[config.mk]
export PLATFORM = sky130hd
export DESIGN_NAME = serial_byte_loader
export DESIGN_NICKNAME = d
export VERILOG_FILES = /design/src/rtl/serial_byte_loader.sv
export SDC_FILE = /design/constraint.sdc
export NUM_CORES = 1
export LEC_CHECK = 0
export ABC_CLOCK_PERIOD_IN_PS = 3600
export BUFFER_PORTS_ARGS = -buffer_cell sky130_fd_sc_hd__buf_4
export CAP_MARGIN = 20
export CORE_MARGIN = 2
export CORE_UTILIZATION = 35
export DETAILED_ROUTE_END_ITERATION = 8
export PLACE_DENSITY = 0.51
export SYNTH_ARGS = -nofsm -noshare
export SYNTH_HDL_FRONTEND = slang
export SYNTH_SLANG_ARGS = --single-unit
[constraint.sdc]
create_clock -name clk -period 3.6 [get_ports clk]
set_input_delay 0.36 -clock clk [delete_from_list [all_inputs] [get_ports clk]]
set_output_delay 0.36 -clock clk [all_outputs]
set_load 0.1 [all_outputs]
[src/rtl/serial_byte_loader.sv]
// Serial-to-parallel feeder for an enable-gated register: shifts in WIDTH qualified bits, then strobes load_en with the word.
// Optional even-parity trailer bit when PARITY_CHECK_EN is defined.
module serial_byte_loader #(
  parameter int WIDTH     = 8,
  parameter bit MSB_FIRST = 1'b1
) (
  input  logic             clk,
  input  logic             rst_,
  input  logic             start,
  input  logic             sin_valid,
  input  logic             sin_bit,
  output logic [WIDTH-1:0] data_out,
  output logic             load_en,
  output logic             busy,
  output logic             overrun,
  output logic             parity_err
);

  localparam int CW = $clog2(WIDTH + 1);

  typedef enum logic [1:0] {
    IDLE   = 2'd0,
    SHIFT  = 2'd1,
    PARITY = 2'd2,
    LOAD   = 2'd3
  } state_t;

  state_t           state_q, state_d;
  logic [CW-1:0]    cnt_q, cnt_d;
  logic [WIDTH-1:0] sreg_q, sreg_d;
  logic [WIDTH-1:0] data_q, data_d;
  logic             load_q, load_d;
  logic             busy_q, busy_d;
  logic             overrun_q, overrun_d;
  logic [WIDTH-1:0] shifted_s;

`ifdef PARITY_CHECK_EN
  logic             perr_q, perr_d;

  // Even parity: data bits XOR parity bit must be zero.
  function automatic logic even_parity_bad(input logic [WIDTH-1:0] word, input logic par);
    return (^word) ^ par;
  endfunction
`endif

  // Next-state logic; outputs are derived from the next state so they register in step with it.
  always_comb begin
    state_d   = state_q;
    cnt_d     = cnt_q;
    sreg_d    = sreg_q;
    overrun_d = overrun_q;
`ifdef PARITY_CHECK_EN
    perr_d    = 1'b0;
`endif
    if (MSB_FIRST) begin
      shifted_s = {sreg_q[WIDTH-2:0], sin_bit};
    end else begin
      shifted_s = {sin_bit, sreg_q[WIDTH-1:1]};
    end

    case (state_q)
      IDLE: begin
        if (start) begin
          state_d = SHIFT;
          cnt_d   = {CW{1'b0}};
          sreg_d  = {WIDTH{1'b0}};
        end else begin
          state_d = IDLE;
        end
      end
      SHIFT: begin
        // A start mid-frame restarts the frame and drops any bit offered alongside it.
        if (start) begin
          overrun_d = 1'b1;
          cnt_d     = {CW{1'b0}};
          sreg_d    = {WIDTH{1'b0}};
        end else if (sin_valid) begin
          sreg_d = shifted_s;
          if (cnt_q == CW'(WIDTH - 1)) begin
            cnt_d = CW'(WIDTH);
`ifdef PARITY_CHECK_EN
            state_d = PARITY;
`else
            state_d = LOAD;
`endif
          end else begin
            cnt_d = cnt_q + {{(CW-1){1'b0}}, 1'b1};
          end
        end else begin
          state_d = SHIFT;
        end
      end
`ifdef PARITY_CHECK_EN
      PARITY: begin
        if (start) begin
          overrun_d = 1'b1;
          cnt_d     = {CW{1'b0}};
          sreg_d    = {WIDTH{1'b0}};
          state_d   = SHIFT;
        end else if (sin_valid) begin
          if (even_parity_bad(sreg_q, sin_bit)) begin
            perr_d  = 1'b1;
            state_d = IDLE;
          end else begin
            state_d = LOAD;
          end
        end else begin
          state_d = PARITY;
        end
      end
`endif
      LOAD: begin
        state_d = IDLE;
      end
      default: begin
        state_d = IDLE;
      end
    endcase

    busy_d = (state_d != IDLE);
    load_d = (state_d == LOAD);
    if (load_d) begin
      data_d = sreg_d;
    end else begin
      data_d = data_q;
    end
  end

  // State and output registers with synchronous reset.
  always_ff @(posedge clk) begin
    if (rst_) begin
      state_q   <= IDLE;
      cnt_q     <= {CW{1'b0}};
      sreg_q    <= {WIDTH{1'b0}};
      data_q    <= {WIDTH{1'b0}};
      load_q    <= 1'b0;
      busy_q    <= 1'b0;
      overrun_q <= 1'b0;
`ifdef PARITY_CHECK_EN
      perr_q    <= 1'b0;
`endif
    end else begin
      state_q   <= state_d;
      cnt_q     <= cnt_d;
      sreg_q    <= sreg_d;
      data_q    <= data_d;
      load_q    <= load_d;
      busy_q    <= busy_d;
      overrun_q <= overrun_d;
`ifdef PARITY_CHECK_EN
      perr_q    <= perr_d;
`endif
    end
  end

  assign data_out = data_q;
  assign load_en  = load_q;
  assign busy     = busy_q;
  assign overrun  = overrun_q;
`ifdef PARITY_CHECK_EN
  assign parity_err = perr_q;
`else
  assign parity_err = 1'b0;
`endif

endmodule

==> qor.yml, run 1 <==
status: "finished, final reports clean"
setup_violations: 0
place_area_sq_um: 1140
worst_pin_slew_ps: 675
critPathCaptureType: "register"
fin_skew_ps: 5.87
wl_microns: 2130
die_width_microns: 58.5
fmax_mhz: 497
grt_util_met2_pct: 21.8
first_global_vias: 757
cts_root_buf: "clkbuf_4"
final_area_sq_um: 1170
diodes: 0
worst_path_largest_cell_delay_ps: 780
rows: 19
power_density_nw_per_um2: 377
cts_tree: "built"
cts_resized: 0
clkLatencyLatePin_ps: 310
ys_seq_area_share_pct: 48.1
reg2reg_depth: 3
grt_busiest_layer: "met2"
synth-main-ff-cell: "dfxtp_1"
synth_top_area_share_pct: 48.1
crit_family: "simple AND/OR/NAND/NOR gates"
maxCapViolations: 0
maxSlewViolCount: 0
crit_chain: "and4bb_1 -> and2_1 -> a211oi_1"
met1_usage_pct: 17.9
async_flop_share_pct: 0
hold_buffers: 0
cts-buffers-inserted: 3
post-route-period-util_pct: 55.9
place_inst: 151
clkTransAtPathRegs_ps: 130
required_ps: 3780
fin_cells: 155
startpoint_type: "register"
drc_errors: 0
ys_warn_count: 0
grt_overflow: 0
grt_pass1_wl_microns: 3610
avgSynthCellArea_sq_um: 9.13
worst-path-buf-inv: 0
detail-route-antenna-nets: 0
reg2reg_slack_ps: 1590
area_delta_synth_final_pct: 12.0
critPathMaxFanout: 20
use_met3_pct: 4.18
ys_top_cells_by_count: "25 x dfxtp_1, 13 x a21oi_1, 11 x and2_1, 10 x nor2_1, 9 x a211oi_1"
final-hold-violation-count: 0
grt_max_degree: 24
worst_slew_margin_rel_pct: 55.0
fin_nets: 131
synth.area.top_cells: "dfxtp_1 48%, a221oi_1 6.7%, and2_1 6.6%"
synth-seq-cells: 25
ys_types: 23
n_fill_cell: 288
crit_arrival_ps: 2200
netlist_area_sq_um: 1040
drt_first_pass_iters: 4
finish.utilization_pct: 41.9
grt_antenna_before_repair: 0
viasPerCell: 5.46
yosysTopAreaCell: "dfxtp_1"
clkSinkCount: 25
grt_setup_unrepaired: "false"
synth.most_common_cell: "dfxtp_1"
path_class: "reg -> reg"
fp.dieH_microns: 58.5
die-area_sq_um: 3430
cp_num_cells: 3
syn-num-nets: 120
min_path_type: "in -> reg"
crit_slowest_cell: "and4bb_1"
grt.total_usage_pct: 13.7
dr.first_iter.drc_count: 16
hpwl_microns: 1400
htreeDepth: 1
leakage_nw: 0.437
ios: 17
period_minus_slack_ps: 2010
post_drt_wl_per_cell_microns: 13.8
num_vias: 847
setup-tns-final_ps: 0
clockBufferDepth: 2
portBuffers: 15
routabilityCongestion: 0.680
core_area_sq_um: 2780
postCtsSetupRepairBufs: 0
synth_edf_count: 0
min_path_cells: 3
ir_drop_uv: 229
start_util_pct: 37.4
synth_cells: 114
drive_gt1_share_pct: 14.5
worst reg2reg max path: stages (launching register included):
cell	delay, ps
dfxtp_1	500
and4bb_1	790
and2_1	470
a211oi_1	140
state kept, by name, summed over array words and instances (netlist names):
signal    cells
busy          1
cnt_q         4
data_out      8
sreg_q        8
overrun       1
load_en       1
state_q       2
metrics by stage:
stage	total power, mW	hold slack, ps	setup slack [ps]
6_report	0.439	311	1590
2_1_floorplan	0.317	433	2150
5_1_grt	0.463	310	1440
3_3_place_gp	0.325	476	1610
3_5_place_dp	0.326	466	1600
4_1_cts	0.449	299	1570
worst paths after layout:
kind	from	endpoint
worst max-delay path	state_q[1]	data_out[1]
worst min-delay path	sin_bit	sreg_q[0]
worst max register to register	state_q[1]	data_out[1]
worst min register to register	overrun	overrun
where the power goes:
part	total [mW]	leakage [nW]	internal (mW)	switching [mW]
Clock	0.120	0.0150	0.0432	0.0768
Combinational	0.0373	0.219	0.00799	0.0293
Sequential	0.282	0.202	0.280	0.00251
layer usage:
layer,part of all wire [%],vias up
met5,0,-
met4,0.75,0
li1,-,432
met3,4.0,2
met2,45,15
met1,50,398
final cells by class:
class,count,area [sq um],share of cell area [%]
multi-input cells,79,484,41.5
well taps,31,38.8,3.33
clock buffers,4,26.3,2.25
flip-flops and latches,25,500,42.9
inverters,1,3.75,0.322
repair buffers,15,113,9.66
placed cells by master (no fill, tap or decap), drive strengths merged, types with 2 or more instances in the layout:
cell type / count
dfxtp: 25
buf: 15
a21oi: 13
and2: 11
nor2: 10
a211oi: 9
nor2b: 8
a221oi: 8
o21ai: 4
clkbuf: 4
nand2: 3
nor3: 3
a31oi: 2
nand4: 2
cells by family after synthesis:
| kind of cell | Yosys count | share of synthesized area, % |
|---|---|---|
| flops | 25 | 48.1 |
| fa+ha+maj | 1 | 1.20 |
| other cells | 1 | 0.360 |
| simple gates | 40 | 21.6 |
| compound gates | 37 | 23.3 |
| buf+inv | 10 | 5.41 |
Note: power is estimated with default switching activity, not from simulation.
==> run 2, diff against run 1 <==
--- a/config.mk
+++ b/config.mk
@@ -5,7 +5,8 @@
 export SDC_FILE = /design/constraint.sdc
 export NUM_CORES = 1
 export LEC_CHECK = 0
-export ABC_CLOCK_PERIOD_IN_PS = 3600
+export ABC_AREA = 1
+export ABC_CLOCK_PERIOD_IN_PS = 1900
 export BUFFER_PORTS_ARGS = -buffer_cell sky130_fd_sc_hd__buf_4
 export CAP_MARGIN = 20
 export CORE_MARGIN = 2
==> constraint.sdc (replaced) <==
create_clock -name clk -period 1.9 [get_ports clk]
set_input_delay 0.19 -clock clk [delete_from_list [all_inputs] [get_ports clk]]
set_output_delay 0.19 -clock clk [all_outputs]
set_load 0.1 [all_outputs]
==> run 2 against run 1 <==
Setup slack lost 1000 ps. Die area grew 2.1%. Count of clock-buffer cells in the layout shrank 1. Sequential share of layout area shrank 1.4 points. Core utilization shrank 1.4 points. Largest cell class unchanged. Design area grew 3.4%. First-iteration DRC count grew 140%. Fmax grew 52%. Via count grew 7.2%. Synthesized cell count grew 30%. Sequential power grew 90%. Critical endpoint is now data_out[6].
==> qor.yml, run 2 <==
ios: 17
die_width_microns: 59.2
synth_top_family_by_area: "simple AND/OR/NAND/NOR gates"
drt_first_pass_iters: 4
reg2reg_slack_ps: 580
cts_tree: "built"
grt_busiest_layer: "met2"
die-area_sq_um: 3500
met1_usage_pct: 16.1
hpwl_microns: 1400
worstReg2RegEnd: "data_out[6]"
synth_edf_count: 0
grt_antenna_before_repair: 0
place_area_sq_um: 1180
maxSlewViolCount: 0
path_class: "reg -> reg"
maxCapViolations: 0
sequentialPowerShare_pct: 62.0
synth-compound-area-share_pct: 6.58
htreeDepth: 1
clockBufferDepth: 2
setup_violations: 0
critPathMaxFanout: 18
synthXorXnorAreaFrac_pct: 0
portBuffers: 15
power_density_nw_per_um2: 715
fmax_mhz: 757
hold_buffers: 0
area_delta_synth_final_pct: 13.3
synth_cells: 148
reg2reg_from: "cnt_q[0]"
grt_max_degree: 19
dr.first_iter.drc_count: 38
synth.most_common_cell: "nand2_1"
num_vias: 908
fp.dieH_microns: 59.2
viasPerCell: 4.68
mostFrequentLayoutCells: "35 x nand2_1, 25 x dfxtp_1, 23 x nand3_1, 23 x nor2_1, 15 x buf_4"
ys_warn_count: 0
final-hold-violation-count: 0
syn-num-nets: 154
synth-seq-cells: 25
wl_microns: 2040
critPathCaptureType: "register"
netlist_area_sq_um: 1060
min_path_type: "in -> reg"
use_met3_pct: 1.97
rows: 20
cts_root_buf: "clkbuf_4"
layout_commonest_cell: "nand2_1"
drive_gt1_share_pct: 15.5
synth-simple-area-share_pct: 36.0
postCtsSetupRepairBufs: 0
fin_nets: 168
post_drt_wl_per_cell_microns: 10.5
min-delay-start: "rst_"
startpoint_type: "register"
status: "finished, final reports clean"
switching_power_uw: 234
min_to: "sreg_q[2]"
setup-tns-final_ps: 0
drc_errors: 0
first_global_vias: 799
crit_arrival_ps: 1540
routabilityCongestion: 0.746
clkSinkCount: 25
grt_pass1_wl_microns: 3370
power.internal_uw: 628
clkTransAtPathRegs_ps: 150
post-route-period-util_pct: 69.5
detail-route-antenna-nets: 0
min_path_cells: 2
ir_drop_uv: 395
cts_resized: 0
pwr-share-comb_pct: 9.4
avgSynthCellArea_sq_um: 7.19
ys_types: 19
required_ps: 2120
period_minus_slack_ps: 1320
synth_top_area_share_pct: 47.0
grt_setup_unrepaired: "false"
yosysTopAreaCell: "dfxtp_1"
yosys-mux-area-fraction_pct: 0
diodes: 0
synth.area.top_cells: "dfxtp_1 47%, nand2_1 12%, nand3_1 11%"
clock_power_share_pct: 28.6
leakage_nw: 0.607
ys_seq_area_share_pct: 47.0
async_flop_share_pct: 0
synthAdderAreaFrac_pct: 1.18
grt.total_usage_pct: 12.8
clkLatencyLatePin_ps: 320
reg2reg_depth: 6
synth-main-ff-cell: "dfxtp_1"
switching_share_pct: 27.2
fin_skew_ps: 13.6
final_area_sq_um: 1210
start_util_pct: 35.8
ys_top_cells_by_count: "35 x nand2_1, 25 x dfxtp_1, 23 x nand3_1, 23 x nor2_1, 13 x a21oi_1"
grt_overflow: 0
cts-buffers-inserted: 3
grt_util_met2_pct: 21.4
core_area_sq_um: 2980
==> run 2: changes by cell type in the layout (fill, tap and decap cells not counted), moves of 2 or more <==
cell,change
nor3_1,-3
a221oi_1,-8
nor2_2,+2
nand3_1,+23
nor2_1,+13
and2_1,-11
nand2_1,+32
inv_1,+11
nand3_2,+2
o21ai_0,-3
a31oi_1,-2
nor2b_1,-8
a211oi_1,-9
==> run 2: how the worst max path moves through the flow <==
stage / startpoint / endpoint / depth (start not counted)
after global routing: cnt_q[0] / data_out[0] / 7
after floorplan: data_out[0] / data_out[0] / 4
after detailed placement: cnt_q[0] / data_out[6] / 6
after global placement: cnt_q[0] / data_out[7] / 6
final: cnt_q[0] / data_out[6] / 6
after CTS: cnt_q[0] / data_out[6] / 6
==> run 2: cells by family (layout without fill, tap and decap cells) <==
logic type | count (synthesis) | in the layout
and+or+nand+nor | 87 | 87
buffers and inverters | 20 | 33
adders and majority gates | 1 | 1
AOI/OAI and AO/OA | 14 | 14
other | 1 | 1
DFF | 25 | 25
==> run 2: critical path, stage by stage, from the launching register on <==
cell and delay [ps]:
dfxtp_1 420, ha_1 230, nand3_2 110, nor2_2 130
nand2_4 140, nor2_1 150, nor2_1 50
==> run 2: area by class of cell <==
cell class,count,area [sq um]
multi-input cells,103,469
repair buffers,15,113
clock buffers,3,22.5
inverters,14,52.6
flip-flops and latches,25,500
clock inverters,1,7.51
fillers,310,1770
well taps,33,41.3
==> run 2: power groups by stage <==
| stage | sequential, mW | clock, mW | combinational (mW) |
|---|---|---|---|
| 2_1_floorplan | 0.566 | 0 | 0.0446 |
| 3_5_place_dp | 0.546 | 0 | 0.0815 |
| 5_1_grt | 0.536 | 0.280 | 0.0878 |
| 4_1_cts | 0.535 | 0.254 | 0.0817 |
| 3_3_place_gp | 0.546 | 0 | 0.0817 |
| 6_report | 0.535 | 0.246 | 0.0811 |
==> run 2: metrics by stage <==
step           power, mW  hold WS, ps  utilization (%)  setup WS (ps)  instances
5_1_grt            0.904          142             40.5            438        194
2_1_floorplan      0.611          370                -            630        148
3_5_place_dp       0.627          456             39.5            604        190
4_1_cts            0.871          137             40.5            579        194
6_report           0.862          142             40.5            579        194
3_3_place_gp       0.628          444             39.5            627        190
==> run 2: routing by layer <==
metal / wire length (microns) / part of all wire [%]
met5: 0 / 0
met4: 22 / 1.1
met3: 78 / 3.8
met2: 988 / 49
met1: 947 / 47
